--- src/rtl/rd_fifo_unpack_if.sv ---
// rd_fifo_unpack_if: bundle of the FIFO write port, status flags and the
// unpacked output stream of rd_fifo_unpack.
//   master : the surrounding logic (reader write strobe, consumer ready, flush)
//   slave  : the rd_fifo_unpack instance
// Signals:
//   fifo_wr_en / fifo_wr_data  write strobe and DATA_WIDTH word from the reader
//   fifo_full / burst_space    memory full / at least BURST_LEN words free
//   level                      words held in memory (output stage excluded)
//   out_valid / out_data / out_ready  OUT_WIDTH sub-word stream
//   flush                      synchronous clear
//   overflow                   sticky write-while-full indication
interface rd_fifo_unpack_if #(
  parameter int DATA_WIDTH = 64,
  parameter int OUT_WIDTH  = 16,
  parameter int DEPTH      = 32
);
  localparam int LW = $clog2(DEPTH) + 1;

  logic                  fifo_wr_en;
  logic [DATA_WIDTH-1:0] fifo_wr_data;
  logic                  fifo_full;
  logic                  burst_space;
  logic [LW-1:0]         level;
  logic                  out_valid;
  logic [OUT_WIDTH-1:0]  out_data;
  logic                  out_ready;
  logic                  flush;
  logic                  overflow;

  modport master (
    output fifo_wr_en, fifo_wr_data, out_ready, flush,
    input  fifo_full, burst_space, level, out_valid, out_data, overflow
  );

  modport slave (
    input  fifo_wr_en, fifo_wr_data, out_ready, flush,
    output fifo_full, burst_space, level, out_valid, out_data, overflow
  );
endinterface

--- src/rtl/rd_fifo_unpack.sv ---
// rd_fifo_unpack: buffers full-width AXI read beats in a synchronous FIFO and
// unpacks each word into RATIO = DATA_WIDTH/OUT_WIDTH sub-words on a
// valid/ready stream.
// Ports:
//   clk  single rising-edge clock
//   rst  synchronous active-high reset
//   bus  rd_fifo_unpack_if.slave (write port, flags, output stream, flush)
// Build option:
//   RD_FIFO_UNPACK_MSB_FIRST_EN  when defined, sub-word 0 is the most
//   significant OUT_WIDTH bits; otherwise sub-word 0 is the least significant.
module rd_fifo_unpack #(
  parameter int DATA_WIDTH = 64,
  parameter int OUT_WIDTH  = 16,
  parameter int DEPTH      = 32,
  parameter int BURST_LEN  = 16
) (
  input  logic            clk,
  input  logic            rst,
  rd_fifo_unpack_if.slave bus
);
  localparam int RATIO = DATA_WIDTH / OUT_WIDTH;
  localparam int AW    = $clog2(DEPTH);
  localparam int PW    = AW + 1;
  localparam int SW    = (RATIO > 1) ? $clog2(RATIO) : 1;

  logic [DATA_WIDTH-1:0] mem [DEPTH];
  logic [PW-1:0]         wr_ptr, rd_ptr;
  logic [DATA_WIDTH-1:0] hold;
  logic [SW-1:0]         sub_idx;
  logic                  out_valid_q;
  logic                  overflow_q;
  logic [OUT_WIDTH-1:0]  out_data_mux;

  logic [PW-1:0] level;
  logic          full, empty, xfer, last, load, wr_ok;

  // Flags depend only on the registered pointers, never on this cycle's
  // fifo_wr_en/out_ready.
  assign level = wr_ptr - rd_ptr;
  assign full  = (wr_ptr[AW-1:0] == rd_ptr[AW-1:0]) && (wr_ptr[AW] != rd_ptr[AW]);
  assign empty = (wr_ptr == rd_ptr);

  assign xfer  = out_valid_q && bus.out_ready;
  assign last  = (sub_idx == SW'(RATIO - 1));
  // Refill on the same edge the final sub-word leaves: no bubble between words.
  assign load  = !empty && (!out_valid_q || (xfer && last));
  assign wr_ok = bus.fifo_wr_en && !full && !rst && !bus.flush;

  always_ff @(posedge clk) begin
    if (wr_ok) begin
      mem[wr_ptr[AW-1:0]] <= bus.fifo_wr_data;
    end
  end

  always_ff @(posedge clk) begin
    if (rst || bus.flush) begin
      wr_ptr      <= '0;
      rd_ptr      <= '0;
      hold        <= '0;
      sub_idx     <= '0;
      out_valid_q <= 1'b0;
      overflow_q  <= 1'b0;
    end else begin
      if (bus.fifo_wr_en) begin
        if (!full) begin
          wr_ptr <= wr_ptr + PW'(1);
        end else begin
          overflow_q <= 1'b1;
        end
      end

      if (load) begin
        hold        <= mem[rd_ptr[AW-1:0]];
        rd_ptr      <= rd_ptr + PW'(1);
        sub_idx     <= '0;
        out_valid_q <= 1'b1;
      end else if (xfer) begin
        if (last) begin
          sub_idx     <= '0;
          out_valid_q <= 1'b0;
        end else begin
          sub_idx <= sub_idx + SW'(1);
        end
      end
    end
  end

  always_comb begin
    out_data_mux = '0;
    for (int unsigned i = 0; i < RATIO; i++) begin
      if (sub_idx == SW'(i)) begin
`ifdef RD_FIFO_UNPACK_MSB_FIRST_EN
        out_data_mux = hold[(RATIO - 1 - i) * OUT_WIDTH +: OUT_WIDTH];
`else
        out_data_mux = hold[i * OUT_WIDTH +: OUT_WIDTH];
`endif
      end
    end
  end

  assign bus.fifo_full   = full;
  assign bus.burst_space = (PW'(DEPTH) - level) >= PW'(BURST_LEN);
  assign bus.level       = level;
  assign bus.out_valid   = out_valid_q;
  assign bus.out_data    = out_data_mux;
  assign bus.overflow    = overflow_q;
endmodule

--- src/flat_wrapper.sv ---
// flat-port wrapper written by rule: the top's interface ports become plain ports
module rd_fifo_unpack_flat 
#(
  parameter int DATA_WIDTH = 64,
  parameter int OUT_WIDTH  = 16,
  parameter int DEPTH      = 32,
  parameter int BURST_LEN  = 16
)
  (clk, rst, bus_fifo_wr_en, bus_fifo_wr_data, bus_out_ready, bus_flush, bus_fifo_full, bus_burst_space, bus_level, bus_out_valid, bus_out_data, bus_overflow);
  rd_fifo_unpack_if #(.DATA_WIDTH(DATA_WIDTH), .OUT_WIDTH(OUT_WIDTH), .DEPTH(DEPTH)) bus_i ();
  input  logic clk;
  input  logic rst;
  input wire logic [$bits(bus_i.fifo_wr_en)-1:0] bus_fifo_wr_en;
  input wire logic [$bits(bus_i.fifo_wr_data)-1:0] bus_fifo_wr_data;
  input wire logic [$bits(bus_i.out_ready)-1:0] bus_out_ready;
  input wire logic [$bits(bus_i.flush)-1:0] bus_flush;
  output wire logic [$bits(bus_i.fifo_full)-1:0] bus_fifo_full;
  output wire logic [$bits(bus_i.burst_space)-1:0] bus_burst_space;
  output wire logic [$bits(bus_i.level)-1:0] bus_level;
  output wire logic [$bits(bus_i.out_valid)-1:0] bus_out_valid;
  output wire logic [$bits(bus_i.out_data)-1:0] bus_out_data;
  output wire logic [$bits(bus_i.overflow)-1:0] bus_overflow;
  assign bus_i.fifo_wr_en = bus_fifo_wr_en;
  assign bus_i.fifo_wr_data = bus_fifo_wr_data;
  assign bus_i.out_ready = bus_out_ready;
  assign bus_i.flush = bus_flush;
  assign bus_fifo_full = bus_i.fifo_full;
  assign bus_burst_space = bus_i.burst_space;
  assign bus_level = bus_i.level;
  assign bus_out_valid = bus_i.out_valid;
  assign bus_out_data = bus_i.out_data;
  assign bus_overflow = bus_i.overflow;
  rd_fifo_unpack #(.DATA_WIDTH(DATA_WIDTH), .OUT_WIDTH(OUT_WIDTH), .DEPTH(DEPTH), .BURST_LEN(BURST_LEN)) u_core (.clk(clk), .rst(rst), .bus(bus_i));
endmodule
--- config.mk ---
export PLATFORM = sky130hd
export DESIGN_NAME = rd_fifo_unpack_flat
export DESIGN_NICKNAME = d
export VERILOG_FILES = /design/src/rtl/rd_fifo_unpack_if.sv /design/src/rtl/rd_fifo_unpack.sv /design/src/flat_wrapper.sv
export SDC_FILE = /design/constraint.sdc
export NUM_CORES = 2
export LEC_CHECK = 0
export CAP_MARGIN = 20
export CORE_MARGIN = 2
export CORE_UTILIZATION = 52
export DETAILED_ROUTE_END_ITERATION = 8
export GPL_TIMING_DRIVEN = 1
export PLACE_DENSITY = 0.68
export SLEW_MARGIN = 20
export SYNTH_ARGS = -nofsm -noshare
export SYNTH_HDL_FRONTEND = slang
export SYNTH_SLANG_ARGS = --single-unit
--- constraint.sdc ---
create_clock -name clk -period 11.82 [get_ports clk]
set_input_delay 2.364 -clock clk [delete_from_list [all_inputs] [get_ports clk]]
set_output_delay 2.364 -clock clk [all_outputs]
set_load 0.05 [all_outputs]
==> impl_metrics.yaml <==
status:
  outcome: "complete, no violations"
place:
  gp_congestion: 0.859
  numPortBuffers: 94
  dpl.hpwl_um: 117000
drt:
  antenna_left: 0
  viasPerCell: 6.36
  first_pass_iters: 6
  drt_iter0_drc: 5532
  via_count: 41800
  wire_per_inst_um: 31.6
  drc_errors: 0
  wl_um: 208000
sta:
  timing.final.crit_share: 0.584
  hold_violations: 0
  finalClockSkew_ps: 41.0
  slew-limit-headroom: 0.239
  setup_viol: 0
  max_freq_mhz: 145
  rsz0062_at_grt: "no"
  worst_slew_pin_slew_ps: 1140
  finalCriticalPeriod_ps: 6910
  report.final.slew_viol_count: 0
  finalSetupTns_ps: 0
yosys:
  postSynthAreaPerCell_um2: 19.9
  synth_nets: 4217
  yosys-top-cells-area: "edfxtp_1 (75%), mux4_2 (8.0%), mux2i_1 (6.0%), dfxtp_1 (1.9%), a22oi_1 (1.7%)"
  yosys_warnings: 0
  ys_top_cells_by_count: "edfxtp_1 (2048), mux2i_1 (492), mux4_2 (290), a21oi_1 (201), a22oi_1 (186)"
  synth_cells: 4133
  yosysTopAreaCell: "edfxtp_1"
  synth_ff_type: "edfxtp_1"
  synthesis.area_um2: 82100
  ys_types: 58
  synth-edff-count: 2048
  ys_ff_latch: 2128
  netlist.area_leader.share: 0.749
  synth_most_common_cell: "edfxtp_1"
  async_flop_share: 0
  ys_seq_area_frac: 0.768
clock_network:
  path_clk_slew_ps: 60
  cts_tree: "done"
  clock_latency_ps: 830
  clock_path_buffers: 3
  cts_sinks: 2128
  cts_made_buffers: 207
  cts_resized: 0
  post_cts_buffers: 0
  hold_buffers: 0
  h-tree-depth: 4
  cts_root_buf: "clkbuf_16"
grt:
  grt_max_degree: 124
  grt_pass1_vias: 40500
  gr-total-overflow: 0
  grt_pass1_wl_um: 295000
  antenna_found_initial: 15
  grt_usage: 0.256
power:
  leakage_nw: 28.0
  peakVddDrop_mv: 0.148
  p_per_area_nw_per_um2: 166
die:
  die_y_um: 401
  fp-row-count: 145
  pin_count: 95
  core_um2: 157000
  dieWidth_um: 401
  dieArea_um2: 161000
  start_util: 0.525
critical_path:
  critPathKind: "reg -> out"
  cp_max_fo: 29
  end_kind: "output port"
  crit_arrival_ps: 4540
  crit_required_ps: 9460
  cp-start-kind: "flop"
cells_and_area:
  final_util: 0.591
  drive_gt1_frac: 0.186
  num-nets-final: 4410
  area_delta_synth_final_pct: 12.7
  antenna_cells: 0
hold_path:
  hp-class: "reg -> reg"
run:
  maxCapViolCount: 0
-- worst max-delay path, stage by stage, from the launching register on --
cell and delay (ps):
dfxtp_1 630, clkinv_2 670, ha_1 720, a21oi_1 100, a222oi_1 380, a21oi_1 130
o32ai_1 220, clkdlybuf4s50_1 870
-- through the flow --
step	hold WS [ps]	setup slack [ps]	total power [mW]	std cells	cell area, um2
3_3_place_gp	457	5480	8.90	6173	85600
2_1_floorplan	426	4010	8.66	4133	82100
3_5_place_dp	461	5470	8.91	6174	85600
6_report	470	4910	15.4	6568	92500
5_1_grt	496	4800	15.8	6568	92500
4_1_cts	476	4980	15.5	6567	92500
-- state kept, by name, indices dropped and copies added, names as in the netlist --
name                  count
u_core.bus.out_valid      1
u_core.bus.overflow       1
u_core.hold              64
u_core.mem             2048
u_core.rd_ptr             6
u_core.sub_idx            2
u_core.wr_ptr             6
-- cells by family (layout without fill, tap and decap cells) --
logic type | Yosys count | after routing | synth area share
XOR/XNOR | 14 | 14 | 0.00149
multiplexers | 799 | 799 | 0.142
AND/OR/NAND/NOR | 301 | 301 | 0.0163
adder cells (fa/ha/maj) | 15 | 15 | 0.00238
buffers and inverters | 258 | 635 | 0.0182
flip-flops | 2128 | 2128 | 0.768
AO/OA/AOI/OAI | 618 | 618 | 0.0515
-- final cells by class --
| cell class | count | area (um2) |
|---|---|---|
| Inverter | 12 | 48.8 |
| Tap cell | 2058 | 2570 |
| Timing Repair Buffer | 230 | 2020 |
| Sequential cell | 2128 | 63100 |
| Clock buffer | 293 | 5870 |
| Fill cell | 11100 | 64000 |
| Multi-Input combinational cell | 1747 | 17900 |
| Clock inverter | 100 | 1050 |
-- final timing paths --
check	from	endpoint	slack (ps)	cells after the start
hold / removal	u_core.bus.overflow$_SDFFE_PP0P_	u_core.bus.overflow$_SDFFE_PP0P_	470	2
setup reg to reg	u_core.rd_ptr[4]$_SDFFE_PP0P_	u_core.mem[18][50]$_DFFE_PP_	6470	8
setup / recovery	u_core.rd_ptr[4]$_SDFFE_PP0P_	bus_burst_space	4910	7
hold reg to reg	u_core.bus.overflow$_SDFFE_PP0P_	u_core.bus.overflow$_SDFFE_PP0P_	470	2
-- cell usage in the layout (no fill, tap or decap), types with 20 or more instances in the layout --
cell             instances
clkinv_1                30
a22oi_1                186
mux4_2                 290
dfxtp_1                 76
clkdlybuf4s50_1         83
clkbuf_8                24
o221ai_1                35
nand3b_1                20
clkbuf_1                56
nand2_1                128
a31oi_1                 35
a21oi_1                201
edfxtp_1              2048
clkinv_2                37
nor2_4                  37
clkbuf_16              213
nor2_1                  66
a22o_1                  49
mux2i_1                492
o21ai_0                 48
buf_4                  128
-- report_power, final --
group | switching [mW] | total, mW | internal, mW
Sequential | 0.0170 | 8.29 | 8.27
Combinational | 0.311 | 0.458 | 0.147
Clock | 2.75 | 6.63 | 3.88
Total | 3.08 | 15.4 | 12.3
-- metal layers --
metal,part of all wire,routed length (um),vias up,GRT usage
met5,0.00019,39,-,0
met4,0.026,5310,8,0.0698
met3,0.12,24000,297,0.0726
met2,0.44,91500,2174,0.369
met1,0.42,86700,21900,0.384
li1,-,-,17400,-
(Power assumes the default switching activity.)
